`src/rtl/mem_port_arbiter.sv`:
```
// Purpose : shares one single-port fixed-latency memory between instruction fetch (IF) and load/store (LS).
// Latency : req seen at cycle t -> gnt/mem_req at t+1, rvalid at t+2+MEM_LAT, next grant no earlier than t+4+MEM_LAT.
// Backpr. : req/gnt handshake; requesters hold req until gnt, requests are ignored while a transaction is in flight.
//
// Ports:
//   clk, reset            - rising-edge clock, asynchronous active-low reset
//   if_req/if_addr        - fetch request in;  if_gnt, if_rvalid, if_rdata out
//   ls_req/ls_we/ls_addr/ls_wdata - load/store request in; ls_gnt, ls_rvalid, ls_rdata out
//   mem_req/mem_we/mem_addr/mem_wdata out, mem_rdata in (valid MEM_LAT cycles after mem_req)
//   busy                  - high whenever a transaction is in progress
//   debug                 - {if_grant_cnt, ls_grant_cnt} when ARB_DEBUG_EN is defined, else 0
//
// Optional feature macro: ARB_DEBUG_EN (grant statistics counters on the debug port).

module mem_port_arbiter #(
    parameter int ADDR_W   = 8,
    parameter int DATA_W   = 32,
    parameter int MEM_LAT  = 2,
    parameter int MAX_WAIT = 4
) (
    input  logic              clk,
    input  logic              reset,
    // instruction fetch port
    input  logic              if_req,
    input  logic [ADDR_W-1:0] if_addr,
    output logic              if_gnt,
    output logic              if_rvalid,
    output logic [DATA_W-1:0] if_rdata,
    // load/store port
    input  logic              ls_req,
    input  logic              ls_we,
    input  logic [ADDR_W-1:0] ls_addr,
    input  logic [DATA_W-1:0] ls_wdata,
    output logic              ls_gnt,
    output logic              ls_rvalid,
    output logic [DATA_W-1:0] ls_rdata,
    // memory port
    output logic              mem_req,
    output logic              mem_we,
    output logic [ADDR_W-1:0] mem_addr,
    output logic [DATA_W-1:0] mem_wdata,
    input  logic [DATA_W-1:0] mem_rdata,
    // status
    output logic              busy,
    output logic [31:0]       debug
);

    typedef enum logic [1:0] {
        IDLE  = 2'd0,
        ISSUE = 2'd1,
        WAIT  = 2'd2,
        RESP  = 2'd3
    } state_t;

    state_t              state_q, state_d;
    logic                sel_ls_q, sel_ls_d;     // 1: LS owns the current transaction
    logic                we_q, we_d;             // current transaction is a write
    logic [3:0]          lat_cnt_q, lat_cnt_d;
    logic [3:0]          starve_cnt_q, starve_cnt_d;
    logic                if_gnt_q, if_gnt_d;
    logic                ls_gnt_q, ls_gnt_d;
    logic                if_rvalid_q, if_rvalid_d;
    logic                ls_rvalid_q, ls_rvalid_d;
    logic [DATA_W-1:0]   if_rdata_q, if_rdata_d;
    logic [DATA_W-1:0]   ls_rdata_q, ls_rdata_d;
    logic                mem_req_q, mem_req_d;
    logic                mem_we_q, mem_we_d;
    // mem_addr/mem_wdata double as the captured request: loaded at
    // arbitration and held for the rest of the transaction.
    logic [ADDR_W-1:0]   mem_addr_q, mem_addr_d;
    logic [DATA_W-1:0]   mem_wdata_q, mem_wdata_d;
    logic                busy_q, busy_d;
    logic                pick_if;

    always_comb begin
        state_d      = state_q;
        sel_ls_d     = sel_ls_q;
        we_d         = we_q;
        lat_cnt_d    = lat_cnt_q;
        starve_cnt_d = starve_cnt_q;
        mem_addr_d   = mem_addr_q;
        mem_wdata_d  = mem_wdata_q;
        if_rdata_d   = if_rdata_q;
        ls_rdata_d   = ls_rdata_q;
        if_gnt_d     = 1'b0;
        ls_gnt_d     = 1'b0;
        mem_req_d    = 1'b0;
        mem_we_d     = 1'b0;
        if_rvalid_d  = 1'b0;
        ls_rvalid_d  = 1'b0;
        pick_if      = 1'b0;

        case (state_q)
            IDLE: begin
                if (if_req || ls_req) begin
                    // LS has priority unless IF has lost MAX_WAIT times in a row.
                    pick_if     = if_req && (!ls_req || (starve_cnt_q >= 4'(MAX_WAIT)));
                    sel_ls_d    = !pick_if;
                    we_d        = pick_if ? 1'b0 : ls_we;
                    mem_addr_d  = pick_if ? if_addr : ls_addr;
                    mem_wdata_d = pick_if ? '0 : ls_wdata;
                    // Outputs are registered, so the ISSUE-cycle strobes are
                    // prepared here and appear while the state is ISSUE.
                    mem_req_d   = 1'b1;
                    mem_we_d    = pick_if ? 1'b0 : ls_we;
                    if_gnt_d    = pick_if;
                    ls_gnt_d    = !pick_if;
                    if (pick_if) begin
                        starve_cnt_d = 4'd0;
                    end else if (if_req && (starve_cnt_q != 4'hF)) begin
                        starve_cnt_d = starve_cnt_q + 4'd1;
                    end
                    state_d = ISSUE;
                end
            end
            ISSUE: begin
                lat_cnt_d = 4'(MEM_LAT);
                state_d   = WAIT;
            end
            WAIT: begin
                lat_cnt_d = lat_cnt_q - 4'd1;
                // Counter was loaded with MEM_LAT in ISSUE; it reads 1 on the
                // cycle that is MEM_LAT cycles after mem_req.
                if (lat_cnt_q == 4'd1) begin
                    if (!we_q) begin
                        if (sel_ls_q) begin
                            ls_rdata_d = mem_rdata;
                        end else begin
                            if_rdata_d = mem_rdata;
                        end
                    end
                    if_rvalid_d = !sel_ls_q;
                    ls_rvalid_d = sel_ls_q;
                    state_d     = RESP;
                end
            end
            RESP: begin
                state_d = IDLE;
            end
            default: begin
                state_d = IDLE;
            end
        endcase

        busy_d = (state_d != IDLE);
    end

    always_ff @(posedge clk or negedge reset) begin
        if (!reset) begin
            state_q      <= IDLE;
            sel_ls_q     <= 1'b0;
            we_q         <= 1'b0;
            lat_cnt_q    <= 4'd0;
            starve_cnt_q <= 4'd0;
            if_gnt_q     <= 1'b0;
            ls_gnt_q     <= 1'b0;
            if_rvalid_q  <= 1'b0;
            ls_rvalid_q  <= 1'b0;
            if_rdata_q   <= '0;
            ls_rdata_q   <= '0;
            mem_req_q    <= 1'b0;
            mem_we_q     <= 1'b0;
            mem_addr_q   <= '0;
            mem_wdata_q  <= '0;
            busy_q       <= 1'b0;
        end else begin
            state_q      <= state_d;
            sel_ls_q     <= sel_ls_d;
            we_q         <= we_d;
            lat_cnt_q    <= lat_cnt_d;
            starve_cnt_q <= starve_cnt_d;
            if_gnt_q     <= if_gnt_d;
            ls_gnt_q     <= ls_gnt_d;
            if_rvalid_q  <= if_rvalid_d;
            ls_rvalid_q  <= ls_rvalid_d;
            if_rdata_q   <= if_rdata_d;
            ls_rdata_q   <= ls_rdata_d;
            mem_req_q    <= mem_req_d;
            mem_we_q     <= mem_we_d;
            mem_addr_q   <= mem_addr_d;
            mem_wdata_q  <= mem_wdata_d;
            busy_q       <= busy_d;
        end
    end

    assign if_gnt    = if_gnt_q;
    assign ls_gnt    = ls_gnt_q;
    assign if_rvalid = if_rvalid_q;
    assign ls_rvalid = ls_rvalid_q;
    assign if_rdata  = if_rdata_q;
    assign ls_rdata  = ls_rdata_q;
    assign mem_req   = mem_req_q;
    assign mem_we    = mem_we_q;
    assign mem_addr  = mem_addr_q;
    assign mem_wdata = mem_wdata_q;
    assign busy      = busy_q;

`ifdef ARB_DEBUG_EN
    // Counters advance together with the registered gnt pulse, so debug
    // already includes a grant in the cycle that grant is visible.
    logic [15:0] if_grant_cnt_q, if_grant_cnt_d;
    logic [15:0] ls_grant_cnt_q, ls_grant_cnt_d;

    always_comb begin
        if_grant_cnt_d = if_grant_cnt_q;
        ls_grant_cnt_d = ls_grant_cnt_q;
        if (if_gnt_d) begin
            if_grant_cnt_d = if_grant_cnt_q + 16'd1;
        end
        if (ls_gnt_d) begin
            ls_grant_cnt_d = ls_grant_cnt_q + 16'd1;
        end
    end

    always_ff @(posedge clk or negedge reset) begin
        if (!reset) begin
            if_grant_cnt_q <= 16'd0;
            ls_grant_cnt_q <= 16'd0;
        end else begin
            if_grant_cnt_q <= if_grant_cnt_d;
            ls_grant_cnt_q <= ls_grant_cnt_d;
        end
    end

    assign debug = {if_grant_cnt_q, ls_grant_cnt_q};
`else
    assign debug = 32'h0;
`endif

endmodule

```
`config.mk`:
```
export PLATFORM = sky130hd
export DESIGN_NAME = mem_port_arbiter
export DESIGN_NICKNAME = d
export VERILOG_FILES = /design/src/rtl/mem_port_arbiter.sv
export SDC_FILE = /design/constraint.sdc
export NUM_CORES = 1
export LEC_CHECK = 0
export ABC_AREA = 0
export CORE_ASPECT_RATIO = 0.5
export CORE_MARGIN = 4
export CORE_UTILIZATION = 38
export CTS_CLUSTER_SIZE = 24
export DETAILED_ROUTE_END_ITERATION = 10
export PLACE_DENSITY = 0.77
export SYNTH_ARGS = -nofsm -noshare
export SYNTH_HDL_FRONTEND = slang
export SYNTH_SLANG_ARGS = --single-unit
```
`constraint.sdc`:
```
create_clock -name clk -period 1.6 [get_ports clk]
set_input_delay 0.24 -clock clk [delete_from_list [all_inputs] [get_ports clk]]
set_output_delay 0.24 -clock clk [all_outputs]
set_load 0.005 [all_outputs]
```
# Word-level counts from Yosys, hierarchy flattened
# Cells that the tools add are included.
# op_classes
addsub	2
order_cmp	1
eq_ne	5
muxes	21
bitwise_logic	2
n_reduce_logical	15
# op_table
operator	n
2-to-1 mux 32 bit	1
2-to-1 mux 1 bit	13
2-to-1 mux 4 bit	2
2-to-1 mux 8 bit	1
one-hot mux 2 bit (4 select lines)	1
one-hot mux 4 bit (2 select lines)	1
AND reduction 4 bit	2
nonzero test 2 bit	3
adder 4 x 1 -> 4 bit (second input constant)	1
equality test 2 bit (second input constant)	2
equality test 4 x 1 -> 1 bit (second input constant)	1
greater-or-equal comparator 4 x 3 -> 1 bit (second input constant)	1
2-to-1 mux 2 bit	2
inequality test 4 bit (second input constant)	1
subtractor 4 x 1 -> 4 bit (second input constant)	1
zero test 1 bit	3
AND reduction 3 bit	1
equality test 2 x 1 -> 1 bit (second input constant)	1
logical AND 1 bit	2
zero test 2 bit	1
logical OR 1 bit	2
NOT 1 bit	2
AND reduction 2 bit	1
# totals
reg_bits	123
in_bits	85
word_cells	62

# Longest topological paths before layout
# depth
word_depth	6
mapped_depth	6

# Worst setup path after synthesis
# OpenSTA, ideal clock, no wires.
# synth_timing
path_type	reg-to-reg
from	register state_q[0]
to	register if_rdata_q[0], in the netlist if_rdata[0]
setup_ps	125
arrival_ps	1621
t_required_ps	1475
slack_ps	-146
path_stages_with_launch	7
n_path_buf	1
synth_period_minus_slack_ps	1746
path_cell_list	dfrtp_1 inv_1 ha_1 nand4bb_1 nor3_4 buf_6 mux2_2
# synth_via
elab_chain_cells	2
# synth_lines
element	line	source
start, declared	55	state_t state_q, state_d;
start signal, assigned	167	state_q <= state_d;
equality test 2 bit	93	case (state_q)
AND reduction 4 bit (no source line)	--	
end signal, assigned	176	if_rdata_q <= if_rdata_d;
end, declared	64	logic [DATA_W-1:0] if_rdata_q, if_rdata_d;
# Every way passes these cells.
# A chain may end at the register's enable or synchronous reset.

# Worst setup path after layout
# layout_timing
from	register state_q[0]
to	register if_rdata_q[26], in the netlist if_rdata[26]
# Same word-level chain as after synthesis.

==> results.toml <==
[grt]
first_global_vias = 3761
grt_usage = 0.179
pin_count_of_the_biggest_net_entering_global_routing = 44
globalRoute.totalOverflow = 0
antenna_found_initial = 0
grt_first_pass_wirelength_mm = 21.6

[floorplanning]
die_y_um = 89.7
fp.dieW_um = 171
floorplan.rows = 29
ioPinCount = 228
die_area_um2 = 15400
floorplan.core_area_um2 = 12800
starting_density_of_the_core = 0.395

[critical_path]
rr_endpoint = "if_rdata[26]$_DFFE_PN0P_"
timing.critical_path.from = "state_q[0]$_DFF_PN0_"
worst-setup-path-type = "flip-flop to flip-flop"
critical-path-slowest-cell = "dfrtp_1"
critical_path.startpoint_type = "flip-flop"
crit_fanout = 8
critical_path.max_stage_delay_ns = 0.39
worstRegToRegCells = 7
wp_data_arrival_ns = 1.98
worstPathRequired_ns = 1.88
setup.reg_to_reg.worst_slack_ns = -0.1
worst_setup_path_endpoint = "if_rdata[26]$_DFFE_PN0P_"
timing.rr.start = "state_q[0]$_DFF_PN0_"
worst_path_dominant_cell_family = "buffers and inverters"
crit_path_cell_trace = "inv_2, ha_4, nand4bb_4, nor3_4, buf_6, clkbuf_16, mux2_2"
timing.critical_path.buf_inv = 3
critPathCaptureType = "flip-flop"
cp_num_cells = 7

[timing]
final.period_utilization = 1.06
max_clock_freq_ghz = 0.589
final-max-slew-violation-count = 0
finalSetupViolCount = 63
finalClockSkew_ns = 0.0123
report.final.hold_viol_count = 0
setup_ws_ns = -0.0978
layout_min_cycle_time_ns = 1.70
grt_setup_unrepaired = "true"
setup_total_negative_slack_ns = -4.13

[synthesis]
synth.largest_area_cell = "dfrtp_1"
yosys_reg_bits = 123
ys.flop_type = "dfrtp_1"
syn_area_um2 = 5070
ys_seq_area_frac = 0.607
post_synth.cell_area_avg_um2 = 14.4
synth.top_cell.area_share = 0.607
netlist-cell-type-count = 34
synth_cells = 353
synth_top_cells_by_area = "dfrtp_1 61%, mux2_4 8.9%, mux2_2 7.8%"
synth_async_sr_flop_share = 1.00
synth-edff-count = 0
synth-warning-count = 0

[drt]
dr.pass1.iters = 4
detail_route.drc_violations = 0
ant_nets = 0
drt-total-wl_mm = 13.9
total_via_count_in_the_routed_design = 3546
dr.first_iter.drc_count = 217
drt-wirelength-per-cell_um = 18.2
vias_per_cell = 4.64

[final_layout]
area.sequential_um2 = 3080
fin_area_um2 = 8180
fill_cells = 976
multi_input_comb_area_um2 = 1900
final_net_count = 671
diodes = 0
area_delta_synth_final_pct = 61.1
share_of_post_route_cells_with_drive_strength_above_1 = 0.239

[pwr]
vdd_drop_max_v = 0.000921
power_density_nw_per_um2 = 1880
total_leakage_power_nw = 3.72

[clock_tree]
cts-htree-levels = 4
clkTransAtPathRegs_ns = 0.06
clock_path_buffers = 2
cts_tree = "built"
cts_buffers = 17
clock_root_cell = "clkbuf_16"
clkSinkCount = 123
clock_insertion_delay_worst_skew_ns = 0.40

[placement]
port_buffers = 195
post_dp_cell_area_um2 = 7310
globalplace.congestion = 0.768
detailedPlacementHpwl_mm = 9.69

[flow_run]
drv.max_cap_violation_count = 0

[min_path]
worstHoldPathType = "input pin to asynchronous set/reset pin"

[run_status]
failing_checks = "negative setup slack"
status = "finished, violations left"
==> power breakdown <==
group          internal (mW)  switching [mW]
Combinational           4.22            2.04
Sequential              4.53           0.857
Clock                   2.33            1.42
==> synthesized netlist by cell type (all sizes together), types with 2 or more instances <==
cell type	count
dfrtp	123
mux2	65
buf	43
a22o	35
nand2	22
o211ai	9
nand4	8
clkbuf	7
o21ai	6
ha	5
inv	5
and2	4
nor2	3
nor3	3
a21o	2
==> per-layer routing <==
layer | part of all wire | global-route usage | vias up
met5 | 0 | 0 | -
met2 | 0.51 | 0.313 | 116
met1 | 0.42 | 0.216 | 1748
met3 | 0.047 | 0.0460 | 27
li1 | - | - | 1655
met4 | 0.027 | 0.0547 | 0
==> cell families after synthesis <==
logic type	share of synthesized area
mux	0.168
fa+ha+maj	0.0123
compound gates	0.0838
buf+inv	0.0749
flops	0.607
simple gates	0.0533
other cells	0.000739
==> registers in the layout (all words and copies together), names as in the netlist, 2 cells and up <==
signal and flops:
starve_cnt_q 4, mem_wdata 32, mem_addr 8, lat_cnt_q 4, if_rdata 32, ls_rdata 32
state_q 2
==> layout make-up <==
class,instances,share of cell area
clock buffer,18,0.0537
tap,170,0.0260
clock inverter,14,0.0181
multi-input combinational,205,0.232
inverter,6,0.00291
timing repair buffer,228,0.291
sequential,123,0.376
==> worst min path at each step <==
stage / slack [ns] / endpoint
floorplan: -0.06 / busy$_DFF_PN0_
global placement: 0.20 / if_gnt$_DFF_PN0_
detailed placement: 0.20 / starve_cnt_q[2]$_DFFE_PN0P_
CTS: 0.33 / starve_cnt_q[3]$_DFFE_PN0P_
global route: 0.35 / if_gnt$_DFF_PN0_
finish: 0.33 / mem_addr[2]$_DFFE_PN0P_
==> cells in the final DEF (no fill, tap or decap), types with 2 or more instances in the layout <==
| cell type | instances |
|---|---|
| clkdlybuf4s50_1 | 192 |
| dfrtp_1 | 123 |
| mux2_4 | 55 |
| a22o_1 | 35 |
| conb_1 | 32 |
| nand2_1 | 21 |
| clkbuf_16 | 19 |
| buf_4 | 19 |
| mux2_2 | 10 |
| o211ai_1 | 9 |
| nand4_1 | 8 |
| buf_12 | 7 |
| o21ai_0 | 5 |
| clkinvlp_4 | 5 |
| clkinv_2 | 4 |
| and2_1 | 4 |
| inv_1 | 3 |
| nor2_1 | 3 |
| ha_1 | 3 |
| clkinv_4 | 3 |
| buf_6 | 3 |
| inv_2 | 2 |
| a21o_1 | 2 |
| ha_4 | 2 |
| bufinv_16 | 2 |
| buf_16 | 2 |
| dlymetal6s2s_1 | 2 |
==> metrics by stage <==
stage	std cells	worst slack, ns	utilization	hold slack (ns)	total power, mW
floorplan	384	-0.0978	-	-0.0556	7.64
global placement	724	-0.112	0.569	0.201	11.2
detailed placement	724	-0.160	0.569	0.202	11.4
CTS	761	-0.0859	0.627	0.334	15.4
global route	764	-0.173	0.636	0.351	16.2
finish	764	-0.0978	0.636	0.330	15.4
==> repair_timing <==
action / in CTS / in global routing
hold buffers: 1 / 0
endpoints found under the hold margin: 26 / 0
setup endpoints to repair: 73 / 71
cloned: 2 / 2
buffers inserted: 2 / 1
pin swaps: 1 / 0
resized for setup: 23 / 17
No activity file was read; power rests on OpenSTA's default activity.
